<file path="config.mk">
export PLATFORM = sky130hd
export DESIGN_NAME = count_scan_ctrl
export DESIGN_NICKNAME = d
export VERILOG_FILES = /design/src/rtl/count_scan_ctrl_pkg.sv /design/src/rtl/count_scan_ctrl_digit_cnt.sv /design/src/rtl/count_scan_ctrl.sv
export SDC_FILE = /design/constraint.sdc
export NUM_CORES = 1
export LEC_CHECK = 0
export ABC_CLOCK_PERIOD_IN_PS = 2200
export BUFFER_PORTS_ARGS = -buffer_cell sky130_fd_sc_hd__buf_2
export CORE_AREA = 8 8 84 86
export CTS_CLUSTER_SIZE = 28
export DETAILED_ROUTE_END_ITERATION = 7
export DIE_AREA = 0 0 92 94
export GPL_TIMING_DRIVEN = 1
export PLACE_DENSITY = 0.56
export RECOVER_POWER = 50
export SETUP_SLACK_MARGIN = 0.5
export SLEW_MARGIN = 20
export SYNTH_ARGS = -nofsm -noshare
export SYNTH_HDL_FRONTEND = slang
export SYNTH_SLANG_ARGS = --single-unit
</file>
<file path="constraint.sdc">
create_clock -name clk -period 2.2 [get_ports clk]
set_input_delay 0.66 -clock clk [delete_from_list [all_inputs] [get_ports clk]]
set_output_delay 0.66 -clock clk [all_outputs]
set_load 0.01 [all_outputs]
</file>
<file path="src/rtl/count_scan_ctrl_pkg.sv">
// +----------------------------------------------------------------------------+
// | count_scan_ctrl_pkg : shared constants and 7-segment decoder table         |
// | Rev 1.0                                                                    |
// +----------------------------------------------------------------------------+
`default_nettype none

package count_scan_ctrl_pkg;

  localparam int         DIGIT_W   = 4;
  localparam logic [6:0] SEG_BLANK = 7'b1111111;
  localparam logic [6:0] SEG_ZERO  = 7'b1000000;

  // Active-low {g,f,e,d,c,b,a}; A-F shown as A b C d E F
  function automatic logic [6:0] seg_decode(input logic [DIGIT_W-1:0] v);
    logic [6:0] s;
    s = SEG_BLANK;
    case (v)
      4'h0: s = 7'b1000000;
      4'h1: s = 7'b1111001;
      4'h2: s = 7'b0100100;
      4'h3: s = 7'b0110000;
      4'h4: s = 7'b0011001;
      4'h5: s = 7'b0010010;
      4'h6: s = 7'b0000010;
      4'h7: s = 7'b1111000;
      4'h8: s = 7'b0000000;
      4'h9: s = 7'b0010000;
      4'hA: s = 7'b0001000;
      4'hB: s = 7'b0000011;
      4'hC: s = 7'b1000110;
      4'hD: s = 7'b0100001;
      4'hE: s = 7'b0000110;
      4'hF: s = 7'b0001110;
    endcase
    return s;
  endfunction

endpackage

`default_nettype wire

</file>
<file path="src/rtl/count_scan_ctrl_digit_cnt.sv">
// +----------------------------------------------------------------------------+
// | digit_cnt : one 4-bit modulo-MODULO digit with synchronous clear           |
// | Rev 1.0                                                                    |
// +----------------------------------------------------------------------------+
`default_nettype none

module digit_cnt
  import count_scan_ctrl_pkg::*;
#(
  parameter int MODULO = 5
) (
  input  logic               clk,
  input  logic               rst,
  input  logic               inc,
  input  logic               clr,
  output logic [DIGIT_W-1:0] q,
  output logic               at_max
);

  localparam logic [DIGIT_W-1:0] MAX_VAL = DIGIT_W'(MODULO - 1);

  logic [DIGIT_W-1:0] q_d, q_q;

  always_comb begin
    q_d = q_q;
    if (clr) begin
      q_d = '0;
    end else if (inc) begin
      q_d = (q_q == MAX_VAL) ? '0 : q_q + DIGIT_W'(1);
    end
  end

  always_ff @(posedge clk or posedge rst) begin
    if (rst) begin
      q_q <= '0;
    end else begin
      q_q <= q_d;
    end
  end

  assign q      = q_q;
  assign at_max = (q_q == MAX_VAL);

endmodule

`default_nettype wire

</file>
<file path="src/rtl/count_scan_ctrl.sv">
// +----------------------------------------------------------------------------+
// | count_scan_ctrl : prescaled cascaded digit counter with scanned 7-seg out  |
// | Optional macro SCAN_BLANK_EN enables leading-zero blanking.                |
// | Rev 1.0                                                                    |
// +----------------------------------------------------------------------------+
`default_nettype none

module count_scan_ctrl
  import count_scan_ctrl_pkg::*;
#(
  parameter int MODULO   = 5,
  parameter int DIGITS   = 4,
  parameter int PRESCALE = 4,
  parameter int SCAN_DIV = 2
) (
  input  logic              clk,
  input  logic              rst,
  input  logic              en,
  input  logic              clr,
  output logic [6:0]        seg,
  output logic [DIGITS-1:0] an,
  output logic              tick,
  output logic              wrap
);

  localparam int PRE_W  = (PRESCALE > 1) ? $clog2(PRESCALE) : 1;
  localparam int SDIV_W = (SCAN_DIV > 1) ? $clog2(SCAN_DIV) : 1;
  localparam int SLOT_W = (DIGITS > 1)   ? $clog2(DIGITS)   : 1;

  localparam logic [PRE_W-1:0]  PRE_MAX  = PRE_W'(PRESCALE - 1);
  localparam logic [SDIV_W-1:0] SDIV_MAX = SDIV_W'(SCAN_DIV - 1);
  localparam logic [SLOT_W-1:0] SLOT_MAX = SLOT_W'(DIGITS - 1);

  logic [PRE_W-1:0]  pre_d,  pre_q;
  logic [SDIV_W-1:0] sdiv_d, sdiv_q;
  logic [SLOT_W-1:0] slot_d, slot_q;
  logic [DIGITS-1:0] an_d,   an_q;
  logic [6:0]        seg_d,  seg_q;
  logic              wrap_d, wrap_q;

  logic [DIGITS:0]                 carry;
  logic [DIGITS-1:0]               at_max;
  logic [DIGITS-1:0][DIGIT_W-1:0]  digit_val;
  logic [DIGIT_W-1:0]              digit_sel;

  // clr masks tick so a coincident clear can never ripple or raise wrap
  assign tick     = en & (pre_q == PRE_MAX) & ~clr;
  assign carry[0] = tick;

  generate
    for (genvar i = 0; i < DIGITS; i++) begin : g_digit
      digit_cnt #(.MODULO(MODULO)) u_digit (
        .clk    (clk),
        .rst    (rst),
        .inc    (carry[i]),
        .clr    (clr),
        .q      (digit_val[i]),
        .at_max (at_max[i])
      );
      assign carry[i+1] = carry[i] & at_max[i];
    end
  endgenerate

`ifdef SCAN_BLANK_EN
  // hi_zero[i]: digit i and every digit above it are zero
  logic [DIGITS:1] hi_zero;
  logic            blank_sel;
  assign hi_zero[DIGITS] = 1'b1;
  generate
    for (genvar i = 1; i < DIGITS; i++) begin : g_hi_zero
      assign hi_zero[i] = hi_zero[i+1] & (digit_val[i] == '0);
    end
  endgenerate
`endif

  always_comb begin
    digit_sel = '0;
    for (int i = 0; i < DIGITS; i++) begin
      if (slot_q == SLOT_W'(i)) begin
        digit_sel = digit_val[i];
      end
    end
  end

`ifdef SCAN_BLANK_EN
  always_comb begin
    blank_sel = 1'b0;
    for (int i = 1; i < DIGITS; i++) begin
      if (slot_q == SLOT_W'(i)) begin
        blank_sel = hi_zero[i];
      end
    end
  end
`endif

  always_comb begin
    pre_d = pre_q;
    if (clr) begin
      pre_d = '0;
    end else if (en) begin
      pre_d = (pre_q == PRE_MAX) ? '0 : pre_q + PRE_W'(1);
    end

    sdiv_d = (sdiv_q == SDIV_MAX) ? '0 : sdiv_q + SDIV_W'(1);
    slot_d = slot_q;
    if (sdiv_q == SDIV_MAX) begin
      slot_d = (slot_q == SLOT_MAX) ? '0 : slot_q + SLOT_W'(1);
    end

    for (int i = 0; i < DIGITS; i++) begin
      an_d[i] = (slot_q == SLOT_W'(i));
    end

`ifdef SCAN_BLANK_EN
    seg_d = blank_sel ? SEG_BLANK : seg_decode(digit_sel);
`else
    seg_d = seg_decode(digit_sel);
`endif

    wrap_d = carry[DIGITS];
  end

  always_ff @(posedge clk or posedge rst) begin
    if (rst) begin
      pre_q  <= '0;
      sdiv_q <= '0;
      slot_q <= '0;
      an_q   <= DIGITS'(1);
      seg_q  <= SEG_ZERO;
      wrap_q <= 1'b0;
    end else begin
      pre_q  <= pre_d;
      sdiv_q <= sdiv_d;
      slot_q <= slot_d;
      an_q   <= an_d;
      seg_q  <= seg_d;
      wrap_q <= wrap_d;
    end
  end

  assign an   = an_q;
  assign seg  = seg_q;
  assign wrap = wrap_q;

endmodule

`default_nettype wire
</file>
# After elaboration in Yosys (flattened, before gate mapping)
# Memory sizes are Yosys's and may differ from the RTL's. A register that Yosys moved wholly into a read port is not among the register bits.
# Index checks and enable logic that the tools add are counted.
[classes]
addsub = 7
eq_ne = 8
mux = 21
bitwise_logic = 7
reduce_logical = 6
[ops]
columns = ["operator", "n"]
rows = [
  ["4-bit two-way mux", 16],
  ["4-bit by 1-bit adder with 4-bit output (second input constant)", 4],
  ["4-bit by 3-bit equality test with 1-bit output (second input constant)", 4],
  ["2-bit nonzero test", 5],
  ["2-bit two-way mux", 4],
  ["1-bit bitwise AND", 6],
  ["2-bit equality test (second input constant)", 3],
  ["2-bit by 1-bit adder with 2-bit output (second input constant)", 2],
  ["2-bit by 1-bit equality test with 1-bit output (second input constant)", 1],
  ["2-bit logical NOT", 1],
  ["1-bit adder (second input constant)", 1],
  ["1-bit two-way mux", 1],
  ["1-bit NOT", 1],
]
[totals]
regBits = 26
romBits = 112
inputBits = 4
out_inout_bits = 13
elab_cells = 59
mem_count = 1
[mem_list]
columns = ["memory", "words", "word_bits", "read_ports", "rd_clocked_by_memory_dff", "wr", "line", "rtl"]
rows = [
  ["(name not given)", 16, 7, 1, 1, 0, "count_scan_ctrl_pkg.sv:17", "case (v)"],
]

# Longest topological paths before layout
# Gate-level depths: netlist of run 1.
[depth]
depth_word = 8
depth_mapped = 9
depth_no_buf = 9

# By module
# Synthesis of run 1 repeated with hierarchy kept, for this count alone.
[unflattened]
hier_cells = 189
hier_area_um2 = 2013.2
[by_module_without_submodules]
columns = ["module", "instances", "cells_per_inst", "area_each_um2", "seq_area_each_um2"]
rows = [
  ["count_scan_ctrl", 1, 97, 1032.2, 427.9],
  ["digit_cnt", 4, 23, 245.2, 100.1],
]

# Least setup slack after synthesis of run 1
# Ideal clock, no wire load.
[synth_path]
path_type = "reg-to-reg"
from = "register slot_q[0]"
to = "register seg_q[0] (netlist: seg[0])"
setup_ps = 126
arrival_time_ps = 1962
required_time_ps = 2074
slack_ps = 112
stages_incl_launch_ff = 10
path_buffers = 0
period_less_slack_ps = 2088
path_cell_list = "dfrtp_1 inv_1 ha_1 a21oi_1 o21ai_0 a22oi_1 inv_1 ha_1 and3_1 a221o_1"
[synth_via]
word_cells_on_any_way = 8
classes_between = "eq/ne (3); mux (4); reduce/logical (1)"
[synth_lines]
columns = ["element", "line", "rtl"]
rows = [
  ["from (decl)", "count_scan_ctrl.sv:36", "logic [SLOT_W-1:0] slot_d, slot_q;"],
  ["from (signal assigned)", "count_scan_ctrl.sv:134", "slot_q <= slot_d;"],
  ["2-bit equality test", "n/a", ""],
  ["named net an_d[2]", "count_scan_ctrl.sv:37", "logic [DIGITS-1:0] an_d, an_q;"],
  ["4-bit two-way mux (2 in series)", "count_scan_ctrl.sv:79", "if (slot_q == SLOT_W'(i)) begin"],
  ["to (decl)", "count_scan_ctrl.sv:38", "logic [6:0] seg_d, seg_q;"],
]
# The timed path passes the listed nets, and every way through them passes these cells.
# A chain may end at the register's enable or synchronous reset.

# Worst setup path after layout of run 1
[layout_path]
from = "register slot_q[1]"
to = "register seg_q[3] (netlist: seg[3])"
[layout_via]
word_cells_on_any_way = 8
classes_between = "eq/ne (3); mux (4); reduce/logical (1)"
[layout_lines]
columns = ["element", "line"]
rows = [
  ["2-bit by 1-bit equality test with 1-bit output", "n/a"],
  ["named net an_d[1]", "count_scan_ctrl.sv:37"],
  ["4-bit two-way mux (3 in series)", "count_scan_ctrl.sv:79"],
]
# The timed path passes the listed nets, and every way through them passes these cells.

==> flow_metrics.env, run 1 <==
export IMPL_status="finished, final reports clean"
export IMPL_synth_xor_area_share_pct=1.37
export IMPL_cts_tree="yes"
export IMPL_p_leak_uw=0.00116
export IMPL_io_buffers=16
export IMPL_setup_viol=0
export IMPL_relSlewSlack_pct=44.7
export IMPL_synthCells=190
export IMPL_final_nets=256
export IMPL_yosysUniqueCellTypes=41
export IMPL_grt_max_degree=34
export IMPL_rsz0062_at_grt="true"
export IMPL_fp_dieW_um=92
export IMPL_setup_tns_ns=0
export IMPL_synthArstFlopShare_pct=100
export IMPL_p_sw_uw=262
export IMPL_drt_pre_antenna_iters=4
export IMPL_synth_top_family_by_area="simple AND/OR/NAND/NOR gates"
export IMPL_drv_cap=0
export IMPL_power_uw=1110
export IMPL_power_frac_comb_pct=4.7
export IMPL_wl_um=4570
export IMPL_drtIter0Drc=51
export IMPL_grt_first_pass_wirelength_um=7860
export IMPL_hpwl_um=3030
export IMPL_startpoint_type="flip-flop"
export IMPL_fp_dieArea_sq_mm=0.00865
export IMPL_grt_use_total_pct=11.1
export IMPL_cp_end_kind="flip-flop"
export IMPL_clock_root_buffer="clkbuf_8"
export IMPL_drive_above_1_share_pct=39.7
export IMPL_cp_arrival_ns=2.19
export IMPL_synth_simple_gate_area_share_pct=18.8
export IMPL_critPathMaxFanout=6
export IMPL_clock_path_buffers=2
export IMPL_finalCritPeriodShare_pct=92.5
export IMPL_syn_num_nets=213
export IMPL_cts_buffers=5
export IMPL_swShare_pct=23.5
export IMPL_final_hold_violation_count=0
export IMPL_seq_area_frac_synth_pct=43.1
export IMPL_ir_worst_vdd_uv=250
export IMPL_routabilityCongestion=0.741
export IMPL_synth_warnings=0
export IMPL_fill_cells=560
export IMPL_antenna_cells=0
export IMPL_crit_family="flip-flops"
export IMPL_io_pins=17
export IMPL_syn_area_sq_mm=0.00192
export IMPL_crit_top_cell="ha_4"
export IMPL_min_period_ns=2.03
export IMPL_synth_flop_cell="dfrtp_1"
export IMPL_p_int_uw=851
export IMPL_synth_mux_area_share_pct=4.69
export IMPL_grt_antenna_before_repair=0
export IMPL_clk_latency_ns=0.28
export IMPL_ant_nets=0
export IMPL_die_h_um=94
export IMPL_ys_seq_elements=33
export IMPL_synth_compound_gate_area_share_pct=14.7
export IMPL_fin_worst_skew_ns=0.00515
export IMPL_seqPwrFrac_pct=55.3
export IMPL_finalMaxSlewViolations=0
export IMPL_remaining_drc_errors=0
export IMPL_area_delta_synth_final_pct=33.7
export IMPL_fp_row_count=28
export IMPL_p_clk_share_pct=40.0
export IMPL_cp_num_buf_inv=2
export IMPL_fmax_ghz=0.492
export IMPL_synth_fa_ha_area_share_pct=12.4
export IMPL_powerDensity_mw_per_mm2=433
export IMPL_coreArea_sq_mm=0.00575
export IMPL_grt_pass1_vias=1589
export IMPL_wl_per_cell_um=14.8
export IMPL_worstPathRequired_ns=2.36
export IMPL_overflow=0
export IMPL_min_path_type="flip-flop to flip-flop"
export IMPL_worstMarginPinSlew_ns=0.830
export IMPL_start_util_pct=33.4
export IMPL_via_per_inst=5.05
export IMPL_cts_htree_levels=2
export IMPL_worstSetupPathType="flip-flop to flip-flop"
export IMPL_vias=1559
export IMPL_synth_edf_count=0
export IMPL_path_cells="inv_4, ha_4, nand3b_1, a211o_4, buf_4, ha_4, mux2i_2, mux2i_1"
export IMPL_syn_area_per_cell_sq_um=10.1
export IMPL_cpPeakStageDelay_ns=0.45
export IMPL_clk_pin_slew_worst_paths_ns=0.07
export IMPL_cts_sinks=33
export IMPL_crit_slowest_cell="dfrtp_2"
## cell usage in the layout, fill, tap and decap left out, types with 3 or more instances in the layout
cell / netlist / final
nor3_1: 3 / 3
dfrtp_2: 0 / 3
clkbuf_8: 0 / 5
nand3b_1: 6 / 6
o31ai_1: 5 / 5
a211oi_2: 2 / 4
dfrtp_1: 31 / 28
inv_4: 1 / 3
a21oi_1: 9 / 8
buf_4: 1 / 19
nand3_1: 7 / 7
nor2_1: 7 / 7
buf_2: 2 / 16
ha_4: 0 / 7
nor2b_1: 5 / 5
buf_6: 0 / 4
ha_2: 0 / 3
o21ai_0: 13 / 11
nand2_1: 12 / 12
inv_1: 18 / 13
mux2i_1: 9 / 8
ha_1: 19 / 9
## power groups by stage
stage                     registers (uW)  logic [uW]  clock network [uW]
final                                616        52.2                 445
after global placement               627        46.9                   0
after floorplan                      627        28.2                   0
after CTS                            617        55.2                 463
after detailed placement             627        47.5                   0
after global routing                 616        60.2                 481
## worst register-to-register path, delay by kind of cell (launching register included)
family          cells  cell delay, ns
compound gates      1            0.40
fa+ha+maj           2            0.34
buf+inv             2            0.23
flops               1            0.45
mux                 2            0.33
simple gates        1            0.17
## through the flow
step / area (sq um) / cells / setup slack, ns / hold WS [ns] / utilization (%)
after floorplan: 1990 / 190 / 0.327 / 0.438 / -
after global placement: 2170 / 281 / 0.131 / 0.479 / 37.8
after detailed placement: 2170 / 281 / 0.117 / 0.492 / 37.8
after CTS: 2500 / 306 / 0.239 / 0.472 / 43.6
after global routing: 2570 / 309 / 0.0952 / 0.519 / 44.7
final: 2570 / 309 / 0.166 / 0.496 / 44.7
## area by class of cell
| cell class | count | area [sq um] | share of cell area, % |
|---|---|---|---|
| Clock inverter | 2 | 10.0 | 0.390 |
| Tap cell | 75 | 93.8 | 3.65 |
| Sequential cell | 33 | 832 | 32.4 |
| Inverter | 19 | 83.8 | 3.26 |
| Clock buffer | 6 | 72.6 | 2.83 |
| Multi-Input combinational cell | 134 | 1200 | 46.9 |
| Timing Repair Buffer | 40 | 273 | 10.6 |
## state kept, by name (all words and copies together), names as in the netlist
signal and count:
wrap 1, slot_q 2, pre_q 2, g_digit.u_digit.q 16, sdiv_q 1, an 4
seg 7
## routing by layer
layer  track usage [%]  up-vias  part of all wire, %
met5                 0        -                    0
met4              5.64        0                  1.9
met3              2.32        5                  2.8
met2              18.6       17                   49
met1              13.2      779                   46
li1                  -      758                    -
## final timing paths
kind,from,end,slack (ns),cells after the start
setup / recovery,slot_q[1],seg[3],0.17,8
hold / removal,sdiv_q,sdiv_q,0.50,1
min in group asynchronous,rst,seg[5],0.61,3
setup reg to reg,slot_q[1],seg[3],0.17,8
max in group asynchronous,rst,slot_q[1],1.03,3
hold reg to reg,sdiv_q,sdiv_q,0.50,1
## cells in the mapped netlist, types with 2 or more instances
cell | instances | area (sq um)
nand3_1 | 7 | 35.0
and3_1 | 3 | 18.8
a211o_1 | 2 | 17.5
nor2b_1 | 5 | 31.3
o22ai_1 | 4 | 25.0
a211oi_1 | 3 | 22.5
buf_2 | 2 | 10.0
ha_1 | 19 | 238
xnor2_1 | 2 | 17.5
nand3b_1 | 6 | 45.0
dfstp_2 | 2 | 52.6
o31ai_1 | 5 | 37.5
nor4_1 | 2 | 12.5
nand2_1 | 12 | 45.0
o21ai_0 | 13 | 65.1
a211oi_2 | 2 | 25.0
and3b_1 | 3 | 26.3
mux2i_1 | 9 | 90.1
nor3_1 | 3 | 15.0
nor3b_1 | 3 | 22.5
inv_1 | 18 | 67.6
a21oi_1 | 9 | 45.0
or3_1 | 2 | 12.5
nor2_1 | 7 | 26.3
dfrtp_1 | 31 | 776
## cells by family after synthesis
| kind of cell | count (synthesis) |
|---|---|
| XOR/XNOR | 3 |
| AND/OR/NAND/NOR | 60 |
| multiplexers | 9 |
| buffers and inverters | 23 |
| flip-flops | 33 |
| adder cells (fa/ha/maj) | 19 |
| AO/OA/AOI/OAI | 43 |
## what timing repair did
item,4_1_cts,5_1_grt
cloned,0,1
pin swaps,7,5
hold buffers,0,0
buffers inserted,17,2
endpoints found under the setup margin,12,14
gates resized for setup,30,11
Note: power is estimated with default switching activity, not from simulation.
==> inputs of run 2 (changes only) <==
- ABC_AREA: unset -> 1
==> flow_metrics.env, run 2 <==
export IMPL_cp_startpoint="slot_q[1]"
export IMPL_synthCells=226
export IMPL_drt_pre_antenna_iters=4
export IMPL_cp_num_buf_inv=2
export IMPL_powerDensity_mw_per_mm2=485
export IMPL_synth_area_leader_cell="dfrtp_1"
export IMPL_startpoint_type="flip-flop"
export IMPL_min_period_ns=1.86
export IMPL_cts_sinks=33
export IMPL_synth_warnings=0
export IMPL_largest_reg_flops=16
export IMPL_dpl_instance_area_sq_mm=0.00213
export IMPL_io_pins=17
export IMPL_finalCritPeriodShare_pct=84.5
export IMPL_ant_nets=0
export IMPL_holdBufCountCts=0
export IMPL_fin_worst_skew_ns=0.00541
export IMPL_r2r_start="slot_q[1]"
export IMPL_r2r_end="seg[3]"
export IMPL_ir_worst_vdd_uv=387
export IMPL_synth_edf_count=0
export IMPL_grt_antenna_before_repair=0
export IMPL_grt_pass1_vias=1606
export IMPL_syn_area_per_cell_sq_um=8.60
export IMPL_grt_first_pass_wirelength_um=7090
export IMPL_setup_viol=0
export IMPL_status="finished, final reports clean"
export IMPL_clock_path_buffers=2
export IMPL_min_path_type="flip-flop to flip-flop"
export IMPL_grt_max_degree=34
export IMPL_synth_most_common_cell="nand2_1"
export IMPL_cts_htree_levels=2
export IMPL_crit_cells=13
export IMPL_ys_top_cells_by_count="nand2_1, dfrtp_1, inv_1"
export IMPL_mostFrequentLayoutCells="nand2_1, dfrtp_1, nand3_1"
export IMPL_wl_per_cell_um=12.5
export IMPL_drive_above_1_share_pct=38.1
export IMPL_grt_use_total_pct=10.1
export IMPL_clk_pin_slew_worst_paths_ns=0.07
export IMPL_place_ws_ns=0.339
export IMPL_io_buffers=16
export IMPL_final_hold_violation_count=0
export IMPL_final_common_cell="nand2_1"
export IMPL_syn_area_sq_mm=0.00194
export IMPL_p_leak_uw=0.00131
export IMPL_critPathMaxFanout=5
export IMPL_synthArstFlopShare_pct=100
export IMPL_drv_cap=0
export IMPL_hpwl_um=2730
export IMPL_fill_cells=559
export IMPL_clk_latency_ns=0.28
export IMPL_antenna_cells=0
export IMPL_routabilityCongestion=0.856
export IMPL_crit_slowest_cell="dfrtp_1"
export IMPL_relSlewSlack_pct=46.0
export IMPL_seq_area_frac_synth_pct=42.6
export IMPL_ys_seq_elements=33
export IMPL_r2r_slack_ns=0.34
export IMPL_coreArea_sq_mm=0.00575
export IMPL_synth_top_area_share_pct=39.9
export IMPL_vias=1643
export IMPL_netlist_top_cells_area="dfrtp_1, ha_1, nand2_1"
export IMPL_rsz0062_at_grt="true"
export IMPL_fp_row_count=28
export IMPL_final_nets=300
export IMPL_design_area_sq_mm=0.00262
export IMPL_syn_num_nets=249
export IMPL_via_per_inst=4.65
export IMPL_cp_end_kind="flip-flop"
export IMPL_min_from="sdiv_q"
export IMPL_worstMarginPinSlew_ns=0.810
export IMPL_crit_family="simple AND/OR/NAND/NOR gates"
export IMPL_die_h_um=94
export IMPL_synth_flop_cell="dfrtp_1"
export IMPL_yosysUniqueCellTypes=25
export IMPL_crit_end="seg[3]"
export IMPL_worstSetupPathType="flip-flop to flip-flop"
export IMPL_clock_root_buffer="clkbuf_8"
export IMPL_fmax_ghz=0.538
export IMPL_setup_ws_ns=0.340
export IMPL_cts_buffers=5
export IMPL_setup_tns_ns=0
export IMPL_wl_um=4400
export IMPL_area_delta_synth_final_pct=34.7
export IMPL_crit_top_cell="nand2_1"
export IMPL_fin_util_pct=45.6
export IMPL_overflow=0
export IMPL_fp_dieW_um=92
export IMPL_cpPeakStageDelay_ns=0.40
export IMPL_fp_dieArea_sq_mm=0.00865
export IMPL_start_util_pct=33.8
export IMPL_finalMaxSlewViolations=0
export IMPL_remaining_drc_errors=0
export IMPL_cp_arrival_ns=2.03
export IMPL_path_cells="inv_1, ha_1, nand2_1, nand2_2, nand3_1, nand2_2, nand2_4, ha_4, inv_2, nand2_1, nand2_1, nand2_1, nand2_1"
export IMPL_drtIter0Drc=65
export IMPL_cts_tree="yes"
export IMPL_worstPathRequired_ns=2.37
export IMPL_r2r_cells=13
[run 2: cell count changes after synthesis, sizes merged, moves of 5 or more]
cell	previous run	this run
nor2b	5	0
a211oi	5	0
mux2i	9	0
nand3b	7	2
o21ai	13	19
inv	19	30
nand3	7	30
nand2	12	62
[run 2: worst register-to-register path, delay by kind of cell (launching register included)]
family | cells | cell delay [ns]
simple gates | 9 | 0.62
fa+ha+maj | 2 | 0.55
buf+inv | 2 | 0.19
flops | 1 | 0.40
[run 2: area by class of cell]
type | count | area [sq um] | area share [%]
Tap cell | 75 | 93.8 | 3.58
Clock inverter | 1 | 5.00 | 0.191
Sequential cell | 33 | 830 | 31.7
Multi-Input combinational cell | 163 | 1150 | 43.9
Timing Repair Buffer | 44 | 323 | 12.3
Inverter | 30 | 123 | 4.68
Clock buffer | 7 | 96.3 | 3.68
[run 2: cell families (layout without fill, tap and decap cells)]
family / count (synthesis) / in the layout / synth area share, %
AND/OR/NAND/NOR: 106 / 108 / 27.2
adder cells (fa/ha/maj): 19 / 19 / 12.2
AO/OA/AOI/OAI: 30 / 30 / 9.01
flip-flops: 33 / 33 / 42.6
XOR/XNOR: 6 / 6 / 2.70
buffers and inverters: 32 / 82 / 6.31
[run 2: routing by layer]
metal  GRT usage [%]  vias to the layer above  routed length, um
li1                -                      841                  -
met1            11.5                      771               1980
met2            17.6                       24               2180
met3            2.80                        7                171
met4            3.62                        0                 57
met5               0                        -                  0
[run 2: worst min path at each step]
stage,endpoint,cells past startpoint
final,sdiv_q,1
after global routing,sdiv_q,1
after CTS,g_digit[2].u_digit.q[1],3
after detailed placement,sdiv_q,1
after global placement,sdiv_q,1
after floorplan,sdiv_q,1
[run 2: where the power goes]
| part | leakage, uW | switching (uW) | internal [uW] |
|---|---|---|---|
| registers | 0.000443 | 21.6 | 624 |
| logic | 0.000810 | 73.7 | 49.3 |
| clock network | 0.0000542 | 219 | 283 |
| total | 0.00131 | 314 | 956 |
[run 2: stage by stage]
| step | hold slack, ns | std cells | total power [uW] |
|---|---|---|---|
| floorplan | 0.447 | 226 | 728 |
| global placement | 0.478 | 317 | 756 |
| detailed placement | 0.484 | 317 | 758 |
| CTS | 0.474 | 344 | 1280 |
| global route | 0.508 | 353 | 1330 |
| finish | 0.495 | 353 | 1270 |
[run 2: repair_timing]
item                       CTS  global route
pin swaps                   12            11
resized for setup           28            30
buffers inserted            19             7
setup endpoints to repair    8            18
cloned                       0             2
